### config.mk
export PLATFORM = sky130hd
export DESIGN_NAME = alu_dec_pipe
export DESIGN_NICKNAME = d
export VERILOG_FILES = /design/src/rtl/alu_dec_pipe.sv
export SDC_FILE = /design/constraint.sdc
export NUM_CORES = 1
export LEC_CHECK = 0
export ABC_AREA = 1
export CORE_ASPECT_RATIO = 1.1
export CORE_MARGIN = 10
export CORE_UTILIZATION = 40
export CTS_BUF_LIST = sky130_fd_sc_hd__clkbuf_16
export CTS_CLUSTER_DIAMETER = 80
export CTS_CLUSTER_SIZE = 20
export DETAILED_ROUTE_END_ITERATION = 10
export PLACE_DENSITY = 0.83
export SYNTH_ARGS = -nofsm -noshare
export SYNTH_HDL_FRONTEND = slang
export SYNTH_SLANG_ARGS = --single-unit
### constraint.sdc
create_clock -name clk -period 1.45 [get_ports clk]
set_input_delay 0.435 -clock clk [delete_from_list [all_inputs] [get_ports clk]]
set_output_delay 0.435 -clock clk [all_outputs]
set_load 0.01 [all_outputs]
### src/rtl/alu_dec_pipe.sv
// alu_dec_pipe
// Registered ALU command decoder with the architectural NZCV flag register.
// A data-processing command is decoded in the decode stage and captured in one
// execute-stage register. The condition field is evaluated in execute against
// the current flags, and that result gates the flag update.
//
// Ports:
//   clk, reset        rising-edge clock, synchronous active-high reset
//   in_valid/in_ready decode-stage handshake (in_ready = ~stall)
//   stall, flush      execute-stage hold / kill
//   ALUOp, Funct_cmd, Funct_s, Cond   decode-stage instruction fields
//   ALUFlags          NZCV produced by the ALU for the execute instruction
//   out_valid, ALUControl, FlagW, NoWrite, Illegal   registered decode
//   CondEx, FlagWrite combinational condition pass / gated flag write
//   Flags             NZCV register
module alu_dec_pipe #(
    parameter int          CTRL_W   = 3,
    parameter logic [3:0]  FLAG_RST = 4'b0000
) (
    input  logic              clk,
    input  logic              reset,
    input  logic              in_valid,
    output logic              in_ready,
    input  logic              stall,
    input  logic              flush,
    input  logic              ALUOp,
    input  logic [3:0]        Funct_cmd,
    input  logic              Funct_s,
    input  logic [3:0]        Cond,
    input  logic [3:0]        ALUFlags,
    output logic              out_valid,
    output logic [CTRL_W-1:0] ALUControl,
    output logic [1:0]        FlagW,
    output logic              NoWrite,
    output logic              Illegal,
    output logic              CondEx,
    output logic [1:0]        FlagWrite,
    output logic [3:0]        Flags
);

    localparam logic [3:0] COND_AL = 4'b1110;

    logic              valid_q,   valid_d;
    logic [CTRL_W-1:0] ctrl_q,    ctrl_d;
    logic [1:0]        flag_w_q,  flag_w_d;
    logic              no_write_q, no_write_d;
    logic              illegal_q, illegal_d;
    logic [3:0]        cond_q,    cond_d;
    logic [3:0]        flags_q,   flags_d;

    logic [CTRL_W-1:0] dec_ctrl;
    logic [1:0]        dec_flag_w;
    logic              dec_no_write;
    logic              dec_illegal;

    logic [2:0] op_ctrl;
    logic       op_arith;
    logic       op_no_write;
    logic       op_legal;

    // Decode of the incoming command fields
    always_comb begin
        op_ctrl      = 3'b000;
        op_arith     = 1'b0;
        op_no_write  = 1'b0;
        op_legal     = 1'b1;
        dec_ctrl     = '0;
        dec_flag_w   = 2'b00;
        dec_no_write = 1'b0;
        dec_illegal  = 1'b0;
        case (Funct_cmd)
            4'b0100: begin op_ctrl = 3'b000; op_arith = 1'b1; end
            4'b0010: begin op_ctrl = 3'b001; op_arith = 1'b1; end
            4'b0000: begin op_ctrl = 3'b010; end
            4'b1100: begin op_ctrl = 3'b011; end
            4'b0001: begin op_ctrl = 3'b100; end
            4'b0011: begin op_ctrl = 3'b101; op_arith = 1'b1; end
            4'b1101: begin op_ctrl = 3'b110; end
            4'b1110: begin op_ctrl = 3'b111; end
            4'b1010: begin op_ctrl = 3'b001; op_arith = 1'b1; op_no_write = 1'b1; end
            4'b1011: begin op_ctrl = 3'b000; op_arith = 1'b1; op_no_write = 1'b1; end
            4'b1000: begin op_ctrl = 3'b010; op_no_write = 1'b1; end
            4'b1001: begin op_ctrl = 3'b100; op_no_write = 1'b1; end
            default: op_legal = 1'b0;
        endcase
        // compare/test commands exist only to set flags
        if (op_no_write && !Funct_s) begin
            op_legal = 1'b0;
        end
        if (ALUOp) begin
            if (op_legal) begin
                dec_ctrl[2:0] = op_ctrl;
                dec_flag_w    = Funct_s ? {1'b1, op_arith} : 2'b00;
                dec_no_write  = op_no_write;
            end else begin
                dec_no_write  = 1'b1;
                dec_illegal   = 1'b1;
            end
        end
    end

    // Condition evaluation against the architectural flags (N Z C V)
    always_comb begin
        CondEx = 1'b1;
        case (cond_q)
            4'b0000: CondEx =  flags_q[2];
            4'b0001: CondEx = ~flags_q[2];
            4'b0010: CondEx =  flags_q[1];
            4'b0011: CondEx = ~flags_q[1];
            4'b0100: CondEx =  flags_q[3];
            4'b0101: CondEx = ~flags_q[3];
            4'b0110: CondEx =  flags_q[0];
            4'b0111: CondEx = ~flags_q[0];
            4'b1000: CondEx =  flags_q[1] & ~flags_q[2];
            4'b1001: CondEx = ~flags_q[1] |  flags_q[2];
            4'b1010: CondEx =  (flags_q[3] == flags_q[0]);
            4'b1011: CondEx =  (flags_q[3] != flags_q[0]);
            4'b1100: CondEx = ~flags_q[2] &  (flags_q[3] == flags_q[0]);
            4'b1101: CondEx =  flags_q[2] |  (flags_q[3] != flags_q[0]);
            default: CondEx = 1'b1;
        endcase
    end

    assign FlagWrite = flag_w_q & {2{valid_q & CondEx & ~stall}};

    // Next state: flush > stall > load. Flags follow FlagWrite, which already
    // carries ~stall, so a flush without stall still retires the flag update.
    always_comb begin
        valid_d    = valid_q;
        ctrl_d     = ctrl_q;
        flag_w_d   = flag_w_q;
        no_write_d = no_write_q;
        illegal_d  = illegal_q;
        cond_d     = cond_q;
        flags_d    = flags_q;
        if (FlagWrite[1]) flags_d[3:2] = ALUFlags[3:2];
        if (FlagWrite[0]) flags_d[1:0] = ALUFlags[1:0];
        if (flush || (!stall && !in_valid)) begin
            valid_d    = 1'b0;
            ctrl_d     = '0;
            flag_w_d   = 2'b00;
            no_write_d = 1'b0;
            illegal_d  = 1'b0;
            cond_d     = COND_AL;
        end else if (!stall) begin
            valid_d    = 1'b1;
            ctrl_d     = dec_ctrl;
            flag_w_d   = dec_flag_w;
            no_write_d = dec_no_write;
            illegal_d  = dec_illegal;
            cond_d     = Cond;
        end
    end

    always_ff @(posedge clk) begin
        if (reset) begin
            valid_q    <= 1'b0;
            ctrl_q     <= '0;
            flag_w_q   <= 2'b00;
            no_write_q <= 1'b0;
            illegal_q  <= 1'b0;
            cond_q     <= COND_AL;
            flags_q    <= FLAG_RST;
        end else begin
            valid_q    <= valid_d;
            ctrl_q     <= ctrl_d;
            flag_w_q   <= flag_w_d;
            no_write_q <= no_write_d;
            illegal_q  <= illegal_d;
            cond_q     <= cond_d;
            flags_q    <= flags_d;
        end
    end

    assign in_ready   = ~stall;
    assign out_valid  = valid_q;
    assign ALUControl = ctrl_q;
    assign FlagW      = flag_w_q;
    assign NoWrite    = no_write_q;
    assign Illegal    = illegal_q;
    assign Flags      = flags_q;

endmodule
==> impl_metrics.env <==
export IMPL_outcome="complete, but fails checks"
export IMPL_violations="negative setup slack"
export IMPL_initial_core_util=0.411
export IMPL_maxCapViolCount=0
export IMPL_syn_area_per_cell_um2=6.12
export IMPL_track_usage=0.145
export IMPL_clock_latency_ns=0.25
export IMPL_antenna_left=0
export IMPL_final_core_util=0.754
export IMPL_clockRootBuffer="clkbuf_16"
export IMPL_fin_crit_sh=1.31
export IMPL_nNetsFinal=261
export IMPL_fin_area_um2=1860
export IMPL_clock_sinks=16
export IMPL_placed_area_um2=1650
export IMPL_viasPerCell=4.81
export IMPL_synth_top_area_cell="dfxtp_1"
export IMPL_crit_type="flop to output pin"
export IMPL_r2r_setup_slack_ns=-0.09
export IMPL_final_cell_mix="nand2_1 (42), buf_4 (34), inv_1 (16), dlygate4sd2_1 (13)"
export IMPL_grt_pass1_vias=1282
export IMPL_seq_area_frac_synth=0.315
export IMPL_period_needed_ns=1.90
export IMPL_multi_input_area_um2=659
export IMPL_clk_pin_slew_worst_paths_ns=0.05
export IMPL_synth_top_cell_area_share=0.315
export IMPL_rsz0062_at_grt="yes"
export IMPL_whs_ns=0.462
export IMPL_timing_rr_start="cond_q[1]"
export IMPL_gr_total_overflow=0
export IMPL_place_congestion=0.796
export IMPL_route_detailed_drc=0
export IMPL_syn_instance_count=166
export IMPL_htree_num_levels=1
export IMPL_crit_fanout=7
export IMPL_coreArea_um2=2470
export IMPL_first_pass_iters=4
export IMPL_drt_initial_drc_count=72
export IMPL_num_fill_cells=181
export IMPL_end_kind="output pin"
export IMPL_max_clock_path_buffers=2
export IMPL_setup_worst_path_end="CondEx"
export IMPL_io_pins=35
export IMPL_portBuffers=34
export IMPL_ir_worst_vdd_v=0.000739
export IMPL_synth_seq_cells=16
export IMPL_die_y_um=72.9
export IMPL_max_slew_margin=0.841
export IMPL_ys_warn_count=0
export IMPL_final_common_cell="nand2_1"
export IMPL_power_mw=1.27
export IMPL_startpoint="cond_q[1]"
export IMPL_syn_area_um2=1020
export IMPL_synthTopCellsByArea="dfxtp_1 (32%), nand2_1 (19%), inv_1 (8.9%)"
export IMPL_wl_um=3640
export IMPL_setup_viol=5
export IMPL_diodes=0
export IMPL_fin_ws_ns=-0.446
export IMPL_p_per_area_nw_per_um2=680
export IMPL_slew_violations=0
export IMPL_tritoncts="built"
export IMPL_vias=1307
export IMPL_die_area_um2=4960
export IMPL_critPathRequiredTime_ns=1.02
export IMPL_area_delta_synth_final_pct=83.4
export IMPL_synth_cell_type_count=20
export IMPL_wl_per_cell_um=13.4
export IMPL_dp_hpwl_um=2470
export IMPL_max_freq_mhz=528
export IMPL_grt_max_degree=11
export IMPL_die_w_um=68.1
export IMPL_ff_latch_area_um2=349
export IMPL_synth_nets=185
export IMPL_leakage_nw=0.908
export IMPL_antenna_found_initial=0
export IMPL_cts_inserted_buffers=3
export IMPL_worst_pin_slew_ns=0.236
export IMPL_worstHoldStart="ALUControl[1]"
export IMPL_grt_first_pass_wirelength_um=5690
export IMPL_clock_skew_ns=0.00224
export IMPL_hold_class="flop to flop"
export IMPL_drive_gt1_frac=0.423
export IMPL_r2r_end="Flags[2]"
export IMPL_placementRows=19
export IMPL_dp_slack_ns=-0.729
export IMPL_setup_worst_path_start_class="flop"
export IMPL_hold_viol=0
export IMPL_crit_arrival_ns=1.46
export IMPL_ff2ff_path_depth=13
-- state kept, by name, summed over array words and instances, names as in the netlist --
| name | cells |
|---|---|
| Flags | 4 |
| FlagW | 2 |
| ALUControl | 3 |
| out_valid | 1 |
| Illegal | 1 |
| cond_q | 4 |
| NoWrite | 1 |
-- stage by stage --
step                      cells  setup TNS [ns]
final                       272           -1.49
after global routing        272           -2.18
after CTS                   269           -1.17
after detailed placement    261           -7.84
after global placement      261           -7.38
after floorplan             166         -0.0303
-- kinds of logic (layout without fill, tap and decap cells) --
kind of cell | count (synthesis) | in the layout | share of synthesized area
buffers and inverters | 32 | 107 | 0.118
AND/OR/NAND/NOR | 92 | 92 | 0.429
AO/OA/AOI/OAI | 26 | 26 | 0.138
flip-flops | 16 | 16 | 0.315
-- metal layers --
metal / track usage / share of wire
met4: 0.0559 / 0.012
met5: 0 / 0
met3: 0.0292 / 0.038
met1: 0.147 / 0.36
met2: 0.274 / 0.59
-- where the power goes --
part	switching, mW	internal, mW
clock network	0.175	0.366
registers	0.00983	0.438
logic	0.133	0.144
total	0.318	0.948
-- worst min path at each step --
stage / end / cells past startpoint / slack (ns)
finish: ALUControl[1] / 2 / 0.46
floorplan: cond_q[0] / 2 / 0.47
global placement: Illegal / 2 / 0.45
global route: Illegal / 2 / 0.48
CTS: ALUControl[2] / 2 / 0.46
detailed placement: Illegal / 2 / 0.46
-- layout make-up --
cell class              count  area share
well taps                  31      0.0208
inverters                  31      0.0651
multi-input cells         118       0.354
repair buffers             72       0.330
clock inverters             1     0.00201
flip-flops and latches     16       0.187
clock buffers               3      0.0403
-- worst max-delay path: stages (launching register included) --
cell and delay [ns]:
dfxtp_4 0.37, inv_4 0.08, nand2_2 0.05, nand2_1 0.06, nand2_1 0.04, nand3_1 0.07, nand2_1 0.07, nor2_2 0.13
nand2_4 0.10, buf_6 0.13, buf_6 0.11
-- repair_timing --
action,in CTS,in global routing
buffers inserted,4,3
pin swaps,7,9
endpoints found under the setup margin,30,13
hold buffers,0,0
gates resized for setup,55,25
endpoints found under the hold margin,0,0
-- synth_stat cells, drive strengths merged --
cell type	instances
nand3	12
nand4	5
nand2	54
nor2	18
clkbuf	1
a21oi	17
nor3	2
inv	28
o21ai	5
dfxtp	16
clkinv	3
nor4	1
o211ai	4
Power figures use the tool's default switching activity.
